`src/rtl/sdram_host_port_if.sv`:
```
// Bus bundle between the CPU-side sequencer and the SDRAM FIFO front end.
// The slave modport is the sequencer's view; master is the environment's view.
interface sdram_host_port_if;
    logic        cpu_req;
    logic        cpu_we;
    logic [23:0] cpu_addr;
    logic [15:0] cpu_wdata;
    logic        cpu_ready;
    logic        cpu_done;
    logic [15:0] cpu_rdata;
    logic        cpu_err;
    logic        err_sticky;
    logic        err_clr;
    logic [23:0] ram_addr;
    logic [15:0] ram_wr_data;
    logic        ram_wr_en;
    logic        ram_rd_en;
    logic        ram_busy;
    logic        ram_rd_ready;
    logic [15:0] ram_rd_data;
    logic        ram_rd_pop;

    modport slave (
        input  cpu_req, cpu_we, cpu_addr, cpu_wdata, err_clr,
               ram_busy, ram_rd_ready, ram_rd_data,
        output cpu_ready, cpu_done, cpu_rdata, cpu_err, err_sticky,
               ram_addr, ram_wr_data, ram_wr_en, ram_rd_en, ram_rd_pop
    );

    modport master (
        output cpu_req, cpu_we, cpu_addr, cpu_wdata, err_clr,
               ram_busy, ram_rd_ready, ram_rd_data,
        input  cpu_ready, cpu_done, cpu_rdata, cpu_err, err_sticky,
               ram_addr, ram_wr_data, ram_wr_en, ram_rd_en, ram_rd_pop
    );
endinterface

```
`src/rtl/sdram_host_port.sv`:
```
// CPU load/store sequencer feeding the SDRAM request/response FIFOs, with
// per-access timeout and draining of read data that arrives after a timeout.
module sdram_host_port #(
    parameter int TIMEOUT_CYCLES = 1024,
    parameter int STALE_MAX      = 7
) (
    input  logic               clk,
    input  logic               rst,
    sdram_host_port_if.slave   bus
);

    localparam int SW = $clog2(STALE_MAX + 1);
    localparam logic [SW-1:0] STALE_TOP = SW'(STALE_MAX);
    localparam logic [SW-1:0] STALE_ONE = SW'(1);
    localparam logic [15:0]   TO_LAST   = 16'(TIMEOUT_CYCLES - 1);

    localparam logic [2:0] ST_IDLE    = 3'd0;
    localparam logic [2:0] ST_WR      = 3'd1;
    localparam logic [2:0] ST_RD      = 3'd2;
    localparam logic [2:0] ST_RD_WAIT = 3'd3;
    localparam logic [2:0] ST_RSP     = 3'd4;

    logic [2:0]    state_q, state_d;
    logic [15:0]   to_cnt_q, to_cnt_d;
    logic [SW-1:0] stale_cnt_q, stale_cnt_d;
    logic [23:0]   ram_addr_q, ram_addr_d;
    logic [15:0]   ram_wr_data_q, ram_wr_data_d;
    logic [15:0]   cpu_rdata_q, cpu_rdata_d;
    logic          err_sticky_q, err_sticky_d;

    logic in_access;
    logic timeout;
    logic ready;
    logic wr_en, rd_en, pop, done, err, force_ones;

    assign in_access = (state_q == ST_WR) || (state_q == ST_RD) || (state_q == ST_RD_WAIT);
    assign timeout   = in_access && (to_cnt_q == TO_LAST);
    assign ready     = (state_q == ST_IDLE) && (stale_cnt_q < STALE_TOP);

    always_comb begin
        state_d       = state_q;
        to_cnt_d      = to_cnt_q;
        stale_cnt_d   = stale_cnt_q;
        ram_addr_d    = ram_addr_q;
        ram_wr_data_d = ram_wr_data_q;
        cpu_rdata_d   = cpu_rdata_q;
        err_sticky_d  = err_sticky_q;
        wr_en         = 1'b0;
        rd_en         = 1'b0;
        pop           = 1'b0;
        done          = 1'b0;
        err           = 1'b0;
        force_ones    = 1'b0;

        if (in_access) to_cnt_d = to_cnt_q + 16'd1;
        if (bus.err_clr) err_sticky_d = 1'b0;

        case (state_q)
            ST_IDLE: begin
                if (ready && bus.cpu_req) begin
                    ram_addr_d    = bus.cpu_addr;
                    ram_wr_data_d = bus.cpu_wdata;
                    to_cnt_d      = 16'd0;
                    state_d       = bus.cpu_we ? ST_WR : ST_RD;
                end
            end
            ST_WR: begin
                if (!timeout && !bus.ram_busy) begin
                    wr_en   = 1'b1;
                    done    = 1'b1;
                    state_d = ST_IDLE;
                end
            end
            ST_RD: begin
                if (!timeout && !bus.ram_busy) begin
                    rd_en   = 1'b1;
                    state_d = ST_RD_WAIT;
                end
            end
            ST_RD_WAIT: begin
                // Older stale words sit ahead of our own data in the FIFO.
                if (!timeout && bus.ram_rd_ready) begin
                    pop = 1'b1;
                    if (stale_cnt_q != '0) begin
                        stale_cnt_d = stale_cnt_q - STALE_ONE;
                    end else begin
                        cpu_rdata_d = bus.ram_rd_data;
                        state_d     = ST_RSP;
                    end
                end
            end
            ST_RSP: begin
                done    = 1'b1;
                state_d = ST_IDLE;
            end
            default: state_d = ST_IDLE;
        endcase

        if (!timeout && state_q != ST_RD_WAIT && bus.ram_rd_ready && stale_cnt_q != '0) begin
            pop         = 1'b1;
            stale_cnt_d = stale_cnt_q - STALE_ONE;
        end

        // Timeout overrides everything: no FIFO strobes, error completion, and a
        // read abandoned after issue leaves one late word to be discarded.
        if (timeout) begin
            done         = 1'b1;
            err          = 1'b1;
            err_sticky_d = 1'b1;
            state_d      = ST_IDLE;
            if (state_q != ST_WR) begin
                force_ones  = 1'b1;
                cpu_rdata_d = 16'hFFFF;
            end
            if (state_q == ST_RD_WAIT && stale_cnt_q != STALE_TOP) begin
                stale_cnt_d = stale_cnt_q + STALE_ONE;
            end
        end
    end

    always_ff @(posedge clk) begin
        if (rst) begin
            state_q       <= ST_IDLE;
            to_cnt_q      <= 16'd0;
            stale_cnt_q   <= '0;
            ram_addr_q    <= 24'd0;
            ram_wr_data_q <= 16'd0;
            cpu_rdata_q   <= 16'd0;
            err_sticky_q  <= 1'b0;
        end else begin
            state_q       <= state_d;
            to_cnt_q      <= to_cnt_d;
            stale_cnt_q   <= stale_cnt_d;
            ram_addr_q    <= ram_addr_d;
            ram_wr_data_q <= ram_wr_data_d;
            cpu_rdata_q   <= cpu_rdata_d;
            err_sticky_q  <= err_sticky_d;
        end
    end

    assign bus.cpu_ready   = !rst && ready;
    assign bus.cpu_done    = !rst && done;
    assign bus.cpu_err     = !rst && err;
    assign bus.ram_wr_en   = !rst && wr_en;
    assign bus.ram_rd_en   = !rst && rd_en;
    assign bus.ram_rd_pop  = !rst && pop;
    assign bus.cpu_rdata   = (force_ones && !rst) ? 16'hFFFF : cpu_rdata_q;
    assign bus.err_sticky  = err_sticky_q;
    assign bus.ram_addr    = ram_addr_q;
    assign bus.ram_wr_data = ram_wr_data_q;

endmodule

```
`src/flat_wrapper.sv`:
```
// flat-port wrapper written by rule: the top's interface ports become plain ports
module sdram_host_port_flat 
#(
    parameter int TIMEOUT_CYCLES = 1024,
    parameter int STALE_MAX      = 7
)
  (clk, rst, bus_cpu_req, bus_cpu_we, bus_cpu_addr, bus_cpu_wdata, bus_err_clr, bus_ram_busy, bus_ram_rd_ready, bus_ram_rd_data, bus_cpu_ready, bus_cpu_done, bus_cpu_rdata, bus_cpu_err, bus_err_sticky, bus_ram_addr, bus_ram_wr_data, bus_ram_wr_en, bus_ram_rd_en, bus_ram_rd_pop);
  sdram_host_port_if bus_i ();
  input  logic clk;
  input  logic rst;
  input wire logic [$bits(bus_i.cpu_req)-1:0] bus_cpu_req;
  input wire logic [$bits(bus_i.cpu_we)-1:0] bus_cpu_we;
  input wire logic [$bits(bus_i.cpu_addr)-1:0] bus_cpu_addr;
  input wire logic [$bits(bus_i.cpu_wdata)-1:0] bus_cpu_wdata;
  input wire logic [$bits(bus_i.err_clr)-1:0] bus_err_clr;
  input wire logic [$bits(bus_i.ram_busy)-1:0] bus_ram_busy;
  input wire logic [$bits(bus_i.ram_rd_ready)-1:0] bus_ram_rd_ready;
  input wire logic [$bits(bus_i.ram_rd_data)-1:0] bus_ram_rd_data;
  output wire logic [$bits(bus_i.cpu_ready)-1:0] bus_cpu_ready;
  output wire logic [$bits(bus_i.cpu_done)-1:0] bus_cpu_done;
  output wire logic [$bits(bus_i.cpu_rdata)-1:0] bus_cpu_rdata;
  output wire logic [$bits(bus_i.cpu_err)-1:0] bus_cpu_err;
  output wire logic [$bits(bus_i.err_sticky)-1:0] bus_err_sticky;
  output wire logic [$bits(bus_i.ram_addr)-1:0] bus_ram_addr;
  output wire logic [$bits(bus_i.ram_wr_data)-1:0] bus_ram_wr_data;
  output wire logic [$bits(bus_i.ram_wr_en)-1:0] bus_ram_wr_en;
  output wire logic [$bits(bus_i.ram_rd_en)-1:0] bus_ram_rd_en;
  output wire logic [$bits(bus_i.ram_rd_pop)-1:0] bus_ram_rd_pop;
  assign bus_i.cpu_req = bus_cpu_req;
  assign bus_i.cpu_we = bus_cpu_we;
  assign bus_i.cpu_addr = bus_cpu_addr;
  assign bus_i.cpu_wdata = bus_cpu_wdata;
  assign bus_i.err_clr = bus_err_clr;
  assign bus_i.ram_busy = bus_ram_busy;
  assign bus_i.ram_rd_ready = bus_ram_rd_ready;
  assign bus_i.ram_rd_data = bus_ram_rd_data;
  assign bus_cpu_ready = bus_i.cpu_ready;
  assign bus_cpu_done = bus_i.cpu_done;
  assign bus_cpu_rdata = bus_i.cpu_rdata;
  assign bus_cpu_err = bus_i.cpu_err;
  assign bus_err_sticky = bus_i.err_sticky;
  assign bus_ram_addr = bus_i.ram_addr;
  assign bus_ram_wr_data = bus_i.ram_wr_data;
  assign bus_ram_wr_en = bus_i.ram_wr_en;
  assign bus_ram_rd_en = bus_i.ram_rd_en;
  assign bus_ram_rd_pop = bus_i.ram_rd_pop;
  sdram_host_port #(.TIMEOUT_CYCLES(TIMEOUT_CYCLES), .STALE_MAX(STALE_MAX)) u_core (.clk(clk), .rst(rst), .bus(bus_i));
endmodule
```
`config.mk`:
```
export PLATFORM = sky130hd
export DESIGN_NAME = sdram_host_port_flat
export DESIGN_NICKNAME = d
export VERILOG_FILES = /design/src/rtl/sdram_host_port_if.sv /design/src/rtl/sdram_host_port.sv /design/src/flat_wrapper.sv
export SDC_FILE = /design/constraint.sdc
export NUM_CORES = 1
export LEC_CHECK = 0
export CAP_MARGIN = 0
export CORE_AREA = 2 2 127 67
export DETAILED_ROUTE_END_ITERATION = 12
export DIE_AREA = 0 0 129 69
export PLACE_DENSITY_LB_ADDON = 0.2
export SLEW_MARGIN = 15
export SYNTH_ARGS = -nofsm -noshare
export SYNTH_HDL_FRONTEND = slang
export SYNTH_SLANG_ARGS = --single-unit
```
`constraint.sdc`:
```
create_clock -name clk -period 2.4 [get_ports clk]
set_input_delay 0.48 -clock clk [delete_from_list [all_inputs] [get_ports clk]]
set_output_delay 0.48 -clock clk [all_outputs]
set_load 0.02 [all_outputs]
```
==> run_results.csv <==
group,metric,value,unit
timing,fmax,0.386,GHz
layout,area_growth,65.5,%
setup_path,critPathLaunchType,"register",
setup_path,crit_arrival,2.11,ns
placed_design,io_buffers,125,
setup_path,cp_max_fo,5,
placed_design,finalWeightedCongestion,0.851,
synth,synth_edf_count,0,
synth,synth_commonest_cells,"nand2_1 (126), dfxtp_1 (79), a21oi_1 (49)",
global_route,grt_use_met3,8.23,%
timing,setup_viol,17,
synth,yosysSeqAreaShare,47.0,%
timing,hold_viol,0,
route,drt-pass1-iter-count,4,
route,wirelength,10100,um
setup_path,required,1.92,ns
synth,yosys.area.top_type_share,47.0,%
route,num_vias,3490,
layout,final_layout_size_suffix_gt1_share,23.3,%
timing,fin_crit_sh,108,%
global_route,antenna_found_initial,0,
synth,ys_top_cells_by_area,"dfxtp_1 (47%), nand2_1 (14%), a21oi_1 (7.3%)",
run,max_cap_violations,0,
placed_design,dpl_worst_slack,-0.198,ns
clocking,cts.sinks,79,
timing,maxSlewHeadroom,49.5,%
global_route,grt_busiest_layer,"met2",
floorplan,die_x,129,um
power,p_per_area,687,nW/um^2
floorplan,die_area,8900,um^2
route,drt-initial-drc-count,187,
clocking,path_clk_slew,0.06,ns
setup_path,worst_setup_path_end_kind,"primary output",
global_route,globalRouteMet2Util,35.5,%
global_route,gr-total-overflow,0,
global_route,grt_pass1_vias,3409,
route,avgRoutedWirePerCell,14.4,um
timing,skew,0.00555,ns
synth,synth_nets,487,
clocking,cts-root-buf,"clkbuf_16",
synth,ys.flop_type,"dfxtp_1",
layout,fin_cells,701,
layout,nNetsFinal,652,
floorplan,core-area,7800,um^2
worst_hold_path,hold_path.class,"register to register",
layout,nFillCells,583,
synth,synth.most_common_cell,"nand2_1",
clocking,numCtsBuffers,9,
clocking,clock_path_buffers,2,
global_route,grtUsageMet1,30.4,%
synth,async_flop_share,0,%
clocking,cts_tree,"built",
power,vdd_drop_max,0.397,mV
setup_path,reg2regPathDepth,8,
synth,synthesis.area,3370,um^2
timing,slew_viol_final,0,
timing,hold_slack,0.451,ns
route,drc_errors,0,
synth,syn_avg_cell_area,8.04,um^2
synth,yosysWarningCount,0,
timing,rsz0062_at_grt,"true",
clocking,clk_latency,0.34,ns
timing,fin_crit,2.59,ns
placed_design,hpwl,6960,um
synth,synth_top_area_cell,"dfxtp_1",
worst_hold_path,holdPathStages,2,
synth,ys_ff_latch,79,
power,p_leak,2.18,nW
global_route,grt_pass1_wl,16300,um
placed_design,placed_cells,672,
setup_path,path_class,"register to primary output",
synth,syn_inst,419,
clocking,h-tree-depth,3,
route,routed_via_density,4.98,
outcome,violations,"setup timing",
layout,num_antenna_cells,0,
global_route,grt_max_degree,30,
floorplan,die_h,69,um
global_route,grt_usage,23.0,%
floorplan,ioPinCount,126,
floorplan,start_util,43.2,%
timing,worst_pin_slew,0.757,ns
timing,finalWorstSetupSlack,-0.194,ns
synth,synth_cell_types,41,
outcome,status,"finished, violations left",
route,drtAntennaViolNets,0,
floorplan,rows,23,
timing,timing.setup.tns,-2.52,ns
## final cells by class
cell class	instances	area (um^2)	share of cell area, %
Inverter	3	11.3	0.202
Clock buffer	11	243	4.35
Multi-Input combinational cell	311	1810	32.4
Sequential cell	79	1590	28.5
Clock inverter	5	81.3	1.46
Timing Repair Buffer	180	1700	30.6
Tap cell	112	140	2.51
## repair_timing
action	CTS	global route
hold buffers	0	0
cloned	1	0
buffers inserted	11	2
pin swaps	11	10
resized for setup	161	19
setup endpoints to repair	22	22
## flip-flops by register name, summed over array words and instances, names as in the netlist
signal	cells
u_core.bus.ram_addr	24
u_core.bus.ram_wr_data	16
u_core.cpu_rdata_q	16
u_core.to_cnt_q	16
u_core.stale_cnt_q	3
u_core.state_q	3
u_core.bus.err_sticky	1
## cell usage in the layout, fill, tap and decap left out, drive strengths merged, types with 8 or more instances in the layout
master,synthesis,final
clkbuf,20,11
nor2,25,25
xor2,9,9
clkdlybuf4s50,0,102
nand2,126,126
dfxtp,79,79
buf,6,77
or2,17,17
a21oi,49,49
nor3,8,8
a31oi,17,17
## worst paths after layout
kind,slack [ns],to,startpoint
worst min-delay path,0.45,u_core.bus.ram_wr_data[8],u_core.bus.ram_wr_data[8]
worst min register to register,0.45,u_core.bus.ram_wr_data[8],u_core.bus.ram_wr_data[8]
worst max register to register,0.20,u_core.cpu_rdata_q[6],u_core.to_cnt_q[0]
worst max-delay path,-0.19,bus_cpu_rdata[3],u_core.to_cnt_q[0]
## report_power, final
part	switching (mW)	internal [mW]
combinational	0.472	0.417
sequential	0.0642	1.41
clock	0.525	0.939
## worst max-delay path, stage by stage (launching register included)
cell	delay (ns)
dfxtp_2	0.35
ha_4	0.15
and4bb_2	0.27
nand4_4	0.11
nor4b_4	0.28
buf_4	0.17
buf_6	0.13
buf_6	0.10
or2_4	0.10
buf_6	0.11
## stage by stage
step                utilization, %  area [um^2]  power (mW)
floorplan                        -         3370        1.97
global placement              63.6         4960        2.34
detailed placement            63.6         4960        2.36
CTS                           70.5         5500        3.85
global route                  71.5         5570        4.00
finish                        71.5         5570        3.83
## cell families after synthesis
family	after synthesis	share of synthesized area (%)
AO/OA/AOI/OAI	76	12.7
buffers and inverters	29	3.68
multiplexers	2	0.594
AND/OR/NAND/NOR	213	30.3
adder cells (fa/ha/maj)	5	1.86
flip-flops	79	47.0
XOR/XNOR	15	3.90
## metal layers
metal | share of wire, % | vias to the layer above
li1 | - | 1733
met1 | 46 | 1612
met2 | 44 | 134
met3 | 8.9 | 11
met4 | 1.2 | 0
met5 | 0 | -
No activity file was read; power rests on OpenSTA's default activity.
